$ cat src/rtl/conv1d_stream_pkg.sv
// Shared types and width helpers for the streaming 1-D convolution engine.
package conv_pkg;

  typedef enum logic [1:0] {
    IDLE  = 2'd0,
    RUN   = 2'd1,
    FLUSH = 2'd2
  } conv_state_t;

  function automatic int acc_width(input int data_w, input int coef_w, input int taps);
    return data_w + coef_w + $clog2(taps) + 1;
  endfunction

  function automatic int addr_width(input int taps);
    return (taps > 1) ? $clog2(taps) : 1;
  endfunction

endpackage

$ cat src/rtl/conv1d_stream_if.sv
// Sample/result streams, coefficient load port and status for conv1d_stream.
interface conv1d_stream_if #(
  parameter int DATA_W = 8,
  parameter int COEF_W = 8,
  parameter int TAPS   = 3
) ();
  import conv_pkg::*;

  localparam int ACC_W = acc_width(DATA_W, COEF_W, TAPS);
  localparam int AW    = addr_width(TAPS);

  logic              coef_we;
  logic [AW-1:0]     coef_addr;
  logic [COEF_W-1:0] coef_data;
  logic              s_valid;
  logic              s_ready;
  logic [DATA_W-1:0] s_data;
  logic              s_last;
  logic              m_valid;
  logic              m_ready;
  logic [ACC_W-1:0]  m_data;
  logic              m_last;
  logic              busy;

  modport master (
    output coef_we, coef_addr, coef_data, s_valid, s_data, s_last, m_ready,
    input  s_ready, m_valid, m_data, m_last, busy
  );

  modport slave (
    input  coef_we, coef_addr, coef_data, s_valid, s_data, s_last, m_ready,
    output s_ready, m_valid, m_data, m_last, busy
  );

endinterface

$ cat src/rtl/conv1d_stream_mac.sv
// Combinational TAPS-wide multiply-accumulate; operands are extended to the
// full accumulator width so the modular sum equals the exact result.
module conv1d_mac #(
  parameter int DATA_W = 8,
  parameter int COEF_W = 8,
  parameter int TAPS   = 3,
  parameter int ACC_W  = 19,
  parameter bit SIGNED = 1'b1
) (
  input  logic [DATA_W-1:0] i_hist [TAPS],
  input  logic [COEF_W-1:0] i_coef [TAPS],
  output logic [ACC_W-1:0]  o_acc
);

  logic [ACC_W-1:0] w_x;
  logic [ACC_W-1:0] w_h;

  always_comb begin
    o_acc = {ACC_W{1'b0}};
    w_x   = {ACC_W{1'b0}};
    w_h   = {ACC_W{1'b0}};
    for (int k = 0; k < TAPS; k++) begin
      if (SIGNED) begin
        w_x = {{(ACC_W-DATA_W){i_hist[k][DATA_W-1]}}, i_hist[k]};
        w_h = {{(ACC_W-COEF_W){i_coef[k][COEF_W-1]}}, i_coef[k]};
      end else begin
        w_x = {{(ACC_W-DATA_W){1'b0}}, i_hist[k]};
        w_h = {{(ACC_W-COEF_W){1'b0}}, i_coef[k]};
      end
      o_acc = o_acc + w_x * w_h;
    end
  end

endmodule

$ cat src/rtl/conv1d_stream.sv
// Streaming full 1-D convolution: N samples in, N+TAPS-1 registered results out,
// with a zero-shifting FLUSH phase and an IDLE-only coefficient bank.
module conv1d_stream
  import conv_pkg::*;
#(
  parameter int DATA_W = 8,
  parameter int COEF_W = 8,
  parameter int TAPS   = 3,
  parameter bit SIGNED = 1'b1
) (
  input  logic            clk,
  input  logic            rst_n,
  conv1d_stream_if.slave  bus
);

  localparam int ACC_W   = acc_width(DATA_W, COEF_W, TAPS);
  localparam int AW      = addr_width(TAPS);
  localparam int FLUSH_N = (TAPS > 1) ? TAPS - 1 : 1;
  localparam logic [AW-1:0] CNT_LAST = AW'(FLUSH_N - 1);

  conv_state_t       r_state;
  conv_state_t       w_state_nxt;
  logic [DATA_W-1:0] r_hist [TAPS];
  logic [DATA_W-1:0] w_hist [TAPS];
  logic [COEF_W-1:0] r_coef [TAPS];
  logic [AW-1:0]     r_cnt;
  logic              r_started;
  logic              r_m_valid;
  logic              r_m_last;
  logic [ACC_W-1:0]  r_m_data;
  logic [ACC_W-1:0]  w_dot;
  logic              w_out_free;
  logic              w_s_ready;
  logic              w_accept;
  logic              w_flush_step;
  logic              w_flush_done;
  logic              w_shift;
  logic              w_last_beat;
  logic              w_coef_wr;

  assign w_out_free   = !r_m_valid || bus.m_ready;
  assign w_s_ready    = r_started && (r_state != FLUSH) && w_out_free;
  assign w_accept     = bus.s_valid && w_s_ready;
  assign w_flush_step = (r_state == FLUSH) && w_out_free;
  assign w_flush_done = w_flush_step && (r_cnt == CNT_LAST);
  assign w_shift      = w_accept || w_flush_step;
  assign w_last_beat  = w_flush_done || ((TAPS == 1) && w_accept && bus.s_last);
  assign w_coef_wr    = bus.coef_we && (r_state == IDLE) && !w_accept &&
                        (32'(bus.coef_addr) < 32'(TAPS));

  // History as it will look after this cycle's shift (sample or flush zero).
  always_comb begin
    w_hist[0] = w_accept ? bus.s_data : {DATA_W{1'b0}};
    for (int k = 1; k < TAPS; k++) begin
      w_hist[k] = r_hist[k-1];
    end
  end

  conv1d_mac #(
    .DATA_W (DATA_W),
    .COEF_W (COEF_W),
    .TAPS   (TAPS),
    .ACC_W  (ACC_W),
    .SIGNED (SIGNED)
  ) u_mac (
    .i_hist (w_hist),
    .i_coef (r_coef),
    .o_acc  (w_dot)
  );

  always_comb begin
    w_state_nxt = r_state;
    case (r_state)
      IDLE, RUN: begin
        if (w_accept && bus.s_last) begin
          w_state_nxt = (TAPS > 1) ? FLUSH : IDLE;
        end else if (w_accept) begin
          w_state_nxt = RUN;
        end else begin
          w_state_nxt = r_state;
        end
      end
      FLUSH: begin
        if (w_flush_done) begin
          w_state_nxt = IDLE;
        end else begin
          w_state_nxt = FLUSH;
        end
      end
      default: w_state_nxt = IDLE;
    endcase
  end

  always_ff @(posedge clk or negedge rst_n) begin
    if (!rst_n) begin
      r_state   <= IDLE;
      r_cnt     <= {AW{1'b0}};
      r_started <= 1'b0;
    end else begin
      r_state   <= w_state_nxt;
      r_started <= 1'b1;
      if ((r_state != FLUSH) || w_flush_done) begin
        r_cnt <= {AW{1'b0}};
      end else if (w_flush_step) begin
        r_cnt <= r_cnt + AW'(1);
      end
    end
  end

  // The frame's final beat leaves the history cleared for the next frame.
  always_ff @(posedge clk or negedge rst_n) begin
    if (!rst_n) begin
      for (int k = 0; k < TAPS; k++) r_hist[k] <= {DATA_W{1'b0}};
    end else if (w_last_beat) begin
      for (int k = 0; k < TAPS; k++) r_hist[k] <= {DATA_W{1'b0}};
    end else if (w_shift) begin
      r_hist <= w_hist;
    end
  end

  always_ff @(posedge clk or negedge rst_n) begin
    if (!rst_n) begin
      for (int k = 0; k < TAPS; k++) r_coef[k] <= {COEF_W{1'b0}};
    end else if (w_coef_wr) begin
      r_coef[bus.coef_addr] <= bus.coef_data;
    end
  end

  always_ff @(posedge clk or negedge rst_n) begin
    if (!rst_n) begin
      r_m_valid <= 1'b0;
      r_m_data  <= {ACC_W{1'b0}};
      r_m_last  <= 1'b0;
    end else if (w_shift) begin
      r_m_valid <= 1'b1;
      r_m_data  <= w_dot;
      r_m_last  <= w_last_beat;
    end else if (bus.m_ready) begin
      r_m_valid <= 1'b0;
      r_m_last  <= 1'b0;
    end
  end

  assign bus.s_ready = w_s_ready;
  assign bus.m_valid = r_m_valid;
  assign bus.m_data  = r_m_data;
  assign bus.m_last  = r_m_last;
  assign bus.busy    = (r_state != IDLE);

endmodule
$ cat src/flat_wrapper.sv
// flat-port wrapper written by rule: the top's interface ports become plain ports
module conv1d_stream_flat import conv_pkg::*;
#(
  parameter int DATA_W = 8,
  parameter int COEF_W = 8,
  parameter int TAPS   = 3,
  parameter bit SIGNED = 1'b1
)
  (clk, rst_n, bus_coef_we, bus_coef_addr, bus_coef_data, bus_s_valid, bus_s_data, bus_s_last, bus_m_ready, bus_s_ready, bus_m_valid, bus_m_data, bus_m_last, bus_busy);
  conv1d_stream_if #(.DATA_W(DATA_W), .COEF_W(COEF_W), .TAPS(TAPS)) bus_i ();
  input  logic clk;
  input  logic rst_n;
  input wire logic [$bits(bus_i.coef_we)-1:0] bus_coef_we;
  input wire logic [$bits(bus_i.coef_addr)-1:0] bus_coef_addr;
  input wire logic [$bits(bus_i.coef_data)-1:0] bus_coef_data;
  input wire logic [$bits(bus_i.s_valid)-1:0] bus_s_valid;
  input wire logic [$bits(bus_i.s_data)-1:0] bus_s_data;
  input wire logic [$bits(bus_i.s_last)-1:0] bus_s_last;
  input wire logic [$bits(bus_i.m_ready)-1:0] bus_m_ready;
  output wire logic [$bits(bus_i.s_ready)-1:0] bus_s_ready;
  output wire logic [$bits(bus_i.m_valid)-1:0] bus_m_valid;
  output wire logic [$bits(bus_i.m_data)-1:0] bus_m_data;
  output wire logic [$bits(bus_i.m_last)-1:0] bus_m_last;
  output wire logic [$bits(bus_i.busy)-1:0] bus_busy;
  assign bus_i.coef_we = bus_coef_we;
  assign bus_i.coef_addr = bus_coef_addr;
  assign bus_i.coef_data = bus_coef_data;
  assign bus_i.s_valid = bus_s_valid;
  assign bus_i.s_data = bus_s_data;
  assign bus_i.s_last = bus_s_last;
  assign bus_i.m_ready = bus_m_ready;
  assign bus_s_ready = bus_i.s_ready;
  assign bus_m_valid = bus_i.m_valid;
  assign bus_m_data = bus_i.m_data;
  assign bus_m_last = bus_i.m_last;
  assign bus_busy = bus_i.busy;
  conv1d_stream #(.DATA_W(DATA_W), .COEF_W(COEF_W), .TAPS(TAPS), .SIGNED(SIGNED)) u_core (.clk(clk), .rst_n(rst_n), .bus(bus_i));
endmodule
$ cat config.mk
export PLATFORM = sky130hd
export DESIGN_NAME = conv1d_stream_flat
export DESIGN_NICKNAME = d
export VERILOG_FILES = /design/src/rtl/conv1d_stream_pkg.sv /design/src/rtl/conv1d_stream_if.sv /design/src/rtl/conv1d_stream_mac.sv /design/src/rtl/conv1d_stream.sv /design/src/flat_wrapper.sv
export SDC_FILE = /design/constraint.sdc
export NUM_CORES = 1
export LEC_CHECK = 0
export BUFFER_PORTS_ARGS = -buffer_cell sky130_fd_sc_hd__buf_2
export CAP_MARGIN = 20
export CORE_MARGIN = 4
export CORE_UTILIZATION = 38
export CTS_BUF_LIST = sky130_fd_sc_hd__clkbuf_16
export DETAILED_ROUTE_END_ITERATION = 6
export GPL_ROUTABILITY_DRIVEN = 0
export SLEW_MARGIN = 15
export SYNTH_ARGS = -nofsm -noshare
export SYNTH_HDL_FRONTEND = slang
export SYNTH_HIERARCHICAL = 1
export SYNTH_SLANG_ARGS = --single-unit
export TNS_END_PERCENT = 100
$ cat constraint.sdc
create_clock -name clk -period 18.2 [get_ports clk]
set_clock_uncertainty 0.15 [all_clocks]
set_input_delay 1.82 -clock clk [delete_from_list [all_inputs] [get_ports clk]]
set_output_delay 1.82 -clock clk [all_outputs]
set_load 0.05 [all_outputs]
==> impl_metrics.csv, run 1 <==
group,metric,value,unit
global_routing,grt_busiest_layer,"met2",
global_routing,gr-usage-all-layers,17.0,%
clock_tree,cts_tree,"built",
placement,hpwlAfterDp,21.9,mm
floorplanning,die_area,32700,µm²
floorplanning,core,29600,µm²
critical_path,cpPeakStageDelay,0.52,ns
critical_path,worstPathMaxFanout,9,
clock_tree,clkSinkCount,66,
clock_tree,cts_buffers,9,
timing,rsz0062_at_grt,"no",
cells_and_area,multi_input_area,8700,µm²
critical_path,slowest_stage,"fa_1",
yosys,synth_cells,1177,
critical_path,worstSetupPathType,"input port to register",
placement,io_buffers,46,
route,vias,7850,
placement,placed_area,12000,µm²
cells_and_area,area_delta_synth_final,8.21,%
route,postRouteAntennaNets,0,
timing,slew_headroom,40.5,%
critical_path,crit_arrival,9.29,ns
clock_tree,clkTransAtPathRegs,0.06,ns
yosys,async_flop_share,100,%
timing,hold_viol,0,
yosys,synth_ff_type,"dfrtp_1",
critical_path,crit_path_end_kind,"register",
clock_tree,ctsLongestPathBuffers,2,
clock_tree,post-cts-setup-buffers,0,
route,dr.pass1.iters,4,
route,drt_wl_total,26.4,mm
timing,fmax,109,MHz
cells_and_area,insertedDiodeCount,0,
cells_and_area,fin_nets,1547,
floorplanning,rows,63,
timing,worst_slew_pin_slew,0.892,ns
critical_path,crit_path_start_kind,"input port",
yosys,synth_area_leaders,"fa_1 35%, dfrtp_1 15%, ha_1 11%",
yosys,yosysUniqueCellTypes,63,
route,drt_iter0_drc,425,
yosys,yosysTopAreaCellShare,35.1,%
critical_path,crit_top_cell,"fa_1",
timing,setup_tns,0,ns
hold_path,min_path_type,"register to register",
yosys,synth_seq_cells,66,
cells_and_area,final_cell_mix,"245 x inv_1, 199 x fa_1, 140 x nand2_1",
clock_tree,post_cts_resized,0,
cells_and_area,seq_area,1650,µm²
global_routing,grt_util_met2,29.2,%
cells_and_area,fillers,2909,
yosys,ys_warn_count,6,
clock_tree,clock_latency,0.35,ns
global_routing,grt_pass1_vias,8568,
floorplanning,die_h,181,µm
yosys,yosysTopAreaCell,"fa_1",
yosys,netlist_area,11300,µm²
yosys,synth-seq-area-share,14.6,%
outcome,status,"completed",
yosys,avgSynthCellArea,9.64,µm²
global_routing,grt_pass1_wl,44.6,mm
run,maxCapViolCount,0,
clock_tree,hold_buffers,0,
global_routing,antenna_found_initial,0,
critical_path,crit_required,18.33,ns
floorplanning,initial_utilization,38.4,%
timing,finalCritPeriodShare,50.3,%
timing,setup_viol,0,
global_routing,grt-ovfl-total,0,
yosys,synth_edf_count,0,
cells_and_area,mostFrequentLayoutCell,"inv_1",
clock_tree,root_buffer,"clkbuf_16",
timing,slew_viol_final,0,
placement,dp_worst_setup_slack,8.28,ns
yosys,syn-num-nets,1500,
route,drc,0,
route,avgViaCountPerCell,4.85,
clock_tree,htree_levels,3,
cells_and_area,drive_gt1_share,8.22,%
timing,setup_slack,9.04,ns
global_routing,grt_use_met3,2.72,%
cells_and_area,design_area,12300,µm²
floorplanning,die_x,181,µm
floorplanning,ioPinCount,47,
global_routing,grt_max_degree,67,
global_routing,met1_usage,22.6,%
timing,period_needed,9.16,ns
route,detail_route.wl_per_cell,16.3,µm
-- registers in the layout, indices dropped and copies added, names as in the netlist --
name                cells
u_core/r_cnt            2
u_core/bus.m_data      19
u_core/r_state          2
u_core/bus.m_last       1
u_core/bus.m_valid      1
u_core/r_hist          16
u_core/r_started        1
u_core/r_coef          24
-- layer usage --
layer / vias up / routed length [µm]
li1: 3731 / -
met1: 3954 / 12000
met2: 130 / 12900
met3: 35 / 834
met4: 0 / 611
met5: - / 0
-- worst max-delay path: cells and delay by family --
family,cells,cell delay [ns]
fa+ha+maj,8,3.67
simple gates,9,1.59
compound gates,6,1.43
buf+inv,6,0.76
-- cell type report --
cell class / count / area share (%)
clock buffers: 9 / 1.83
clock inverters: 7 / 0.377
inverters: 245 / 7.49
multi-input cells: 854 / 70.9
flip-flops and latches: 66 / 13.4
well taps: 390 / 3.97
repair buffers: 48 / 2.00
-- metrics by stage --
step	instances	hold slack, ns	util [%]
floorplan	1177	0.329	-
global placement	1602	0.306	40.6
detailed placement	1602	0.308	40.6
CTS	1618	0.322	41.5
global route	1619	0.346	41.5
finish	1619	0.319	41.5
-- path summary, 6_finish.rpt --
path                                      start                    end  slack, ns  cells past startpoint
max                                 bus_s_valid  u_core/bus.m_data[16]       9.04                     29
min                        u_core/bus.m_data[7]   u_core/bus.m_data[7]       0.32                      2
max reg2reg                   u_core/r_state[1]  u_core/bus.m_data[16]      10.20                     28
min reg2reg                u_core/bus.m_data[7]   u_core/bus.m_data[7]       0.32                      2
max in group asynchronous                 rst_n      u_core/r_hist[16]      15.87                      1
min in group asynchronous                 rst_n  u_core/bus.m_data[18]       1.44                      1
-- logic make-up after synthesis --
group / share of synthesized area, %
buf+inv: 8.74
simple gates: 15.5
flops: 14.6
other cells: 0.0330
mux: 2.91
compound gates: 8.51
fa+ha+maj: 46.1
xor+xnor: 3.63
-- synthesized netlist by cell type (5+ instances only) --
cell / instances
xnor2_1: 36
a21oi_1: 30
and2_1: 122
fa_1: 199
nand2b_1: 15
nand2_1: 140
mux2_2: 8
inv_1: 244
nor2_1: 43
mux2_4: 16
dfrtp_1: 66
xor2_1: 11
o21bai_1: 5
o21a_1: 18
o21ai_0: 20
ha_1: 100
a211oi_1: 5
a21o_1: 17
nor3_1: 12
Power of run 1 is left out: the tool's default activity adds up to more than one toggle a clock period on the data nets, which glitch-free logic cannot reach.
==> run 2: changes to the inputs <==
- clock period: 18.2 -> 8.4 ns (I/O delays scaled with it)
==> run 2 against run 1 <==
Die area stayed put; hold slack worse by 0.0010 ns; sequential cell count unchanged; via count increased by 0.45%; critical path depth unchanged; core utilization increased by 0.31 points; register-to-register slack worse by 9.6 ns; highest routed layer unchanged.
==> impl_metrics.csv, run 2 (same netlist as run 1, synthesis figures left out) <==
group,metric,value,unit
placement,io_buffers,46,
route,drt_iter0_drc,380,
cells_and_area,largest_register_ffs,24,
floorplanning,initial_utilization,38.4,%
timing,finalCritPeriodShare,94.2,%
critical_path,crit_path_end_kind,"register",
route,postRouteAntennaNets,0,
timing,setup_tns,0,ns
placement,dpl.cell_count,1613,
timing,rsz0062_at_grt,"no",
global_routing,antenna_found_initial,0,
timing,hold_viol,0,
global_routing,grt_pass1_vias,8453,
critical_path,crit_required,8.52,ns
placement,placed_area,12100,µm²
timing,worst_slew_pin_slew,0.898,ns
cells_and_area,top_register,"u_core/r_coef",
cells_and_area,fin_nets,1557,
critical_path,worstPathMaxFanout,10,
floorplanning,die_h,181,µm
timing,holdWs,0.318,ns
floorplanning,die_area,32700,µm²
run,maxCapViolCount,0,
route,avgViaCountPerCell,4.84,
cells_and_area,insertedDiodeCount,0,
hold_path,min_path_type,"register to register",
global_routing,grt_pass1_wl,44.5,mm
cells_and_area,fillers,2945,
clock_tree,post-cts-setup-buffers,0,
route,dr.pass1.iters,4,
timing,setup_viol,0,
timing,slew_headroom,40.2,%
critical_path,worstSetupPathType,"input port to register",
cells_and_area,area_delta_synth_final,9.03,%
cells_and_area,stdcell_count,1629,
timing,period_needed,7.91,ns
critical_path,cpPeakStageDelay,0.54,ns
critical_path,slowest_stage,"fa_1",
clock_tree,clkTransAtPathRegs,0.06,ns
clock_tree,post_cts_resized,0,
global_routing,grt_max_degree,67,
critical_path,cpLargestDelayFamily,"adder cells",
timing,fmax,126,MHz
floorplanning,core,29600,µm²
critical_path,crit_arrival,8.04,ns
floorplanning,ioPinCount,47,
clock_tree,cts_tree,"built",
cells_and_area,drive_gt1_share,9.04,%
global_routing,grt-ovfl-total,0,
placement,hpwlAfterDp,22.0,mm
route,drt_wl_total,26.4,mm
clock_tree,ctsLongestPathBuffers,2,
critical_path,cp_num_buf_inv,5,
floorplanning,rows,63,
route,drc,0,
timing,slew_viol_final,0,
floorplanning,die_x,181,µm
outcome,status,"completed",
cells_and_area,final_cell_mix,"244 x inv_1, 199 x fa_1, 140 x nand2_1",
clock_tree,htree_levels,3,
clock_tree,clock_latency,0.34,ns
route,vias,7885,
critical_path,crit_path_start_kind,"input port",
clock_tree,clkSinkCount,66,
clock_tree,root_buffer,"clkbuf_16",
cells_and_area,mostFrequentLayoutCell,"inv_1",
cells_and_area,design_area,12400,µm²
critical_path,crit_top_cell,"fa_1",
global_routing,gr-usage-all-layers,16.8,%
clock_tree,cts_buffers,9,
clock_tree,hold_buffers,0,
route,detail_route.wl_per_cell,16.2,µm
==> run 2: cell types whose count changed in the layout (fill, tap and decap cells not counted) <==
cell / change
buf_4: +11
clkinv_2: -2
inv_6: +2
buf_2: -1
inv_1: -1
inv_8: +1
==> run 2: final cells by class <==
type	count	area, µm²	share of cell area (%)
Tap cell	390	488	3.94
Sequential cell	66	1650	13.3
Inverter	245	920	7.43
Multi-Input combinational cell	854	8700	70.4
Timing Repair Buffer	58	323	2.61
Clock buffer	9	225	1.82
Clock inverter	7	61.3	0.496
==> run 2: routing by layer <==
metal	vias to the layer above	wire length [µm]	track usage [%]
li1	3761	-	-
met1	3967	12100	23.0
met2	137	13000	29.0
met3	20	927	2.38
met4	0	369	2.66
met5	-	0	0
==> run 2: worst reg2reg max path: cells and delay by family (launching register included) <==
family	cells	cell delay [ns]
adders and majority gates	8	3.70
AOI/OAI and AO/OA	7	1.75
and+or+nand+nor	9	1.36
DFF	1	0.45
buffers and inverters	4	0.33
==> run 2: worst paths after layout <==
path,from,end,slack (ns),cells after the start
worst max-delay path,bus_s_valid,u_core/bus.m_data[16],0.49,29
worst min-delay path,u_core/bus.m_data[1],u_core/bus.m_data[1],0.32,2
worst max register to register,u_core/r_state[1],u_core/bus.m_data[16],0.58,28
worst min register to register,u_core/bus.m_data[1],u_core/bus.m_data[1],0.32,2
max in group asynchronous,rst_n,u_core/r_coef[6],7.03,1
min in group asynchronous,rst_n,u_core/bus.m_data[0],0.46,1
==> run 2: through the flow <==
step / setup slack [ns] / utilization, %
after global placement: 0.396 / 40.9
after floorplan: 0.541 / -
after global routing: 0.0366 / 41.9
after CTS: 0.463 / 41.9
final: 0.485 / 41.9
after detailed placement: 0.156 / 40.9
Power of run 2 is left out for the same reason.
==> run 3: changes to the inputs <==
- CORE_MARGIN: 4 -> 10
==> run 3 against run 2 <==
Clock-buffer cell count unchanged; via count decreased by 0.25%; highest routed layer unchanged; sequential cell count did not move; critical path depth is 3 higher; first-iteration DRC count shrank 3.2%; fmax rose by 1.8%; routed wire length down 0.30%; cell area is 0.10% higher; worst setup slack better by 0.14 ns; hold slack got worse by 0.00087 ns.
==> impl_metrics.csv, run 3 (same netlist as run 1, synthesis figures left out) <==
group,metric,value,unit
outcome,status,"completed",
timing,setup_tns,0,ns
global_routing,gr-usage-all-layers,15.0,%
critical_path,crit_required,8.48,ns
floorplanning,initial_utilization,38.4,%
route,detail_route.wl_per_cell,16.1,µm
route,drc,0,
timing,period_needed,7.78,ns
clock_tree,root_buffer,"clkbuf_16",
critical_path,crit_path_end_kind,"register",
global_routing,antenna_found_initial,0,
clock_tree,post_cts_resized,0,
timing,slew_headroom,41.8,%
route,vias,7865,
cells_and_area,mostFrequentLayoutCell,"inv_1",
timing,setup_viol,0,
placement,io_buffers,46,
route,avgViaCountPerCell,4.82,
floorplanning,core,29600,µm²
critical_path,crit_start,"bus_m_ready",
cells_and_area,fin_nets,1559,
timing,worst_slew_pin_slew,0.873,ns
route,drt_wl_total,26.3,mm
critical_path,crit_path_start_kind,"input port",
clock_tree,clkTransAtPathRegs,0.06,ns
route,dr.pass1.iters,5,
global_routing,grt_max_degree,67,
hold_path,min_path_type,"register to register",
clock_tree,hold_buffers,0,
critical_path,cpPeakStageDelay,0.53,ns
clock_tree,cts_buffers,9,
timing,slew_viol_final,0,
critical_path,slowest_stage,"fa_1",
floorplanning,die_x,193,µm
timing,rsz0062_at_grt,"no",
cells_and_area,fillers,2919,
global_routing,grt-ovfl-total,0,
cells_and_area,drive_gt1_share,9.19,%
run,maxCapViolCount,0,
timing,hold_viol,0,
clock_tree,post-cts-setup-buffers,0,
global_routing,grt_util_met2,26.0,%
global_routing,met1_usage,19.6,%
cells_and_area,top_register,"u_core/r_coef",
clock_tree,clock_latency,0.34,ns
floorplanning,rows,63,
cells_and_area,design_area,12400,µm²
timing,fmax,129,MHz
global_routing,grt_use_met3,2.33,%
route,drt_iter0_drc,368,
critical_path,worstSetupPathType,"input port to register",
clock_tree,clkSinkCount,66,
timing,finalCritPeriodShare,92.6,%
floorplanning,die_area,37200,µm²
cells_and_area,final_cell_mix,"244 x inv_1, 199 x fa_1, 140 x nand2_1",
floorplanning,die_h,193,µm
global_routing,grt_pass1_wl,44.4,mm
critical_path,crit_arrival,7.85,ns
placement,hpwlAfterDp,22.1,mm
floorplanning,ioPinCount,47,
clock_tree,cts_tree,"built",
clock_tree,htree_levels,3,
global_routing,grt_pass1_vias,8596,
cells_and_area,area_delta_synth_final,9.14,%
clock_tree,ctsLongestPathBuffers,2,
cells_and_area,largest_register_ffs,24,
critical_path,crit_top_cell,"fa_1",
cells_and_area,insertedDiodeCount,0,
critical_path,r2r_start,"u_core/r_state[1]",
critical_path,worstPathMaxFanout,10,
route,postRouteAntennaNets,0,
placement,placed_area,12100,µm²
hold_path,holdCritStartpoint,"u_core/bus.m_data[8]",
global_routing,grt_busiest_layer,"met2",
-- run 3: stage by stage --
| step | hold WS, ns | worst slack, ns | instances | util, % |
|---|---|---|---|---|
| 2_1_floorplan | 0.329 | 0.541 | 1177 | - |
| 3_3_place_gp | 0.305 | 0.328 | 1615 | 40.9 |
| 3_5_place_dp | 0.308 | 0.251 | 1615 | 40.9 |
| 4_1_cts | 0.324 | 0.600 | 1631 | 41.9 |
| 5_1_grt | 0.340 | 0.156 | 1631 | 41.9 |
| 6_report | 0.317 | 0.623 | 1631 | 41.9 |
-- run 3: cell type report --
| cell class | instances | area (µm²) | area share [%] |
|---|---|---|---|
| clock buffer | 9 | 225 | 1.82 |
| inverter | 245 | 920 | 7.43 |
| timing repair buffer | 60 | 338 | 2.73 |
| tap | 390 | 488 | 3.94 |
| sequential | 66 | 1650 | 13.3 |
| clock inverter | 7 | 58.8 | 0.475 |
| multi-input combinational | 854 | 8700 | 70.3 |
-- run 3: critical path: cells and delay by family --
kind	cells	cell delay [ns]
compound gates	9	1.82
xor+xnor	1	0.21
fa+ha+maj	8	3.62
buf+inv	6	0.48
simple gates	8	0.89
-- run 3: worst paths after layout --
| path | endpoint | slack, ns | depth (start not counted) |
|---|---|---|---|
| setup / recovery | u_core/bus.m_data[15] | 0.62 | 32 |
| hold / removal | u_core/bus.m_data[8] | 0.32 | 2 |
| setup reg to reg | u_core/bus.m_data[15] | 0.71 | 31 |
| hold reg to reg | u_core/bus.m_data[8] | 0.32 | 2 |
| max in group asynchronous | u_core/r_coef[23] | 7.06 | 1 |
| min in group asynchronous | u_core/bus.m_data[3] | 0.46 | 1 |
-- run 3: routing by layer --
| metal | vias up | part of all wire [%] |
|---|---|---|
| li1 | 3755 | - |
| met1 | 3952 | 45 |
| met2 | 133 | 49 |
| met3 | 25 | 4.3 |
| met4 | 0 | 1.2 |
| met5 | - | 0 |
Power of run 3 is left out for the same reason.
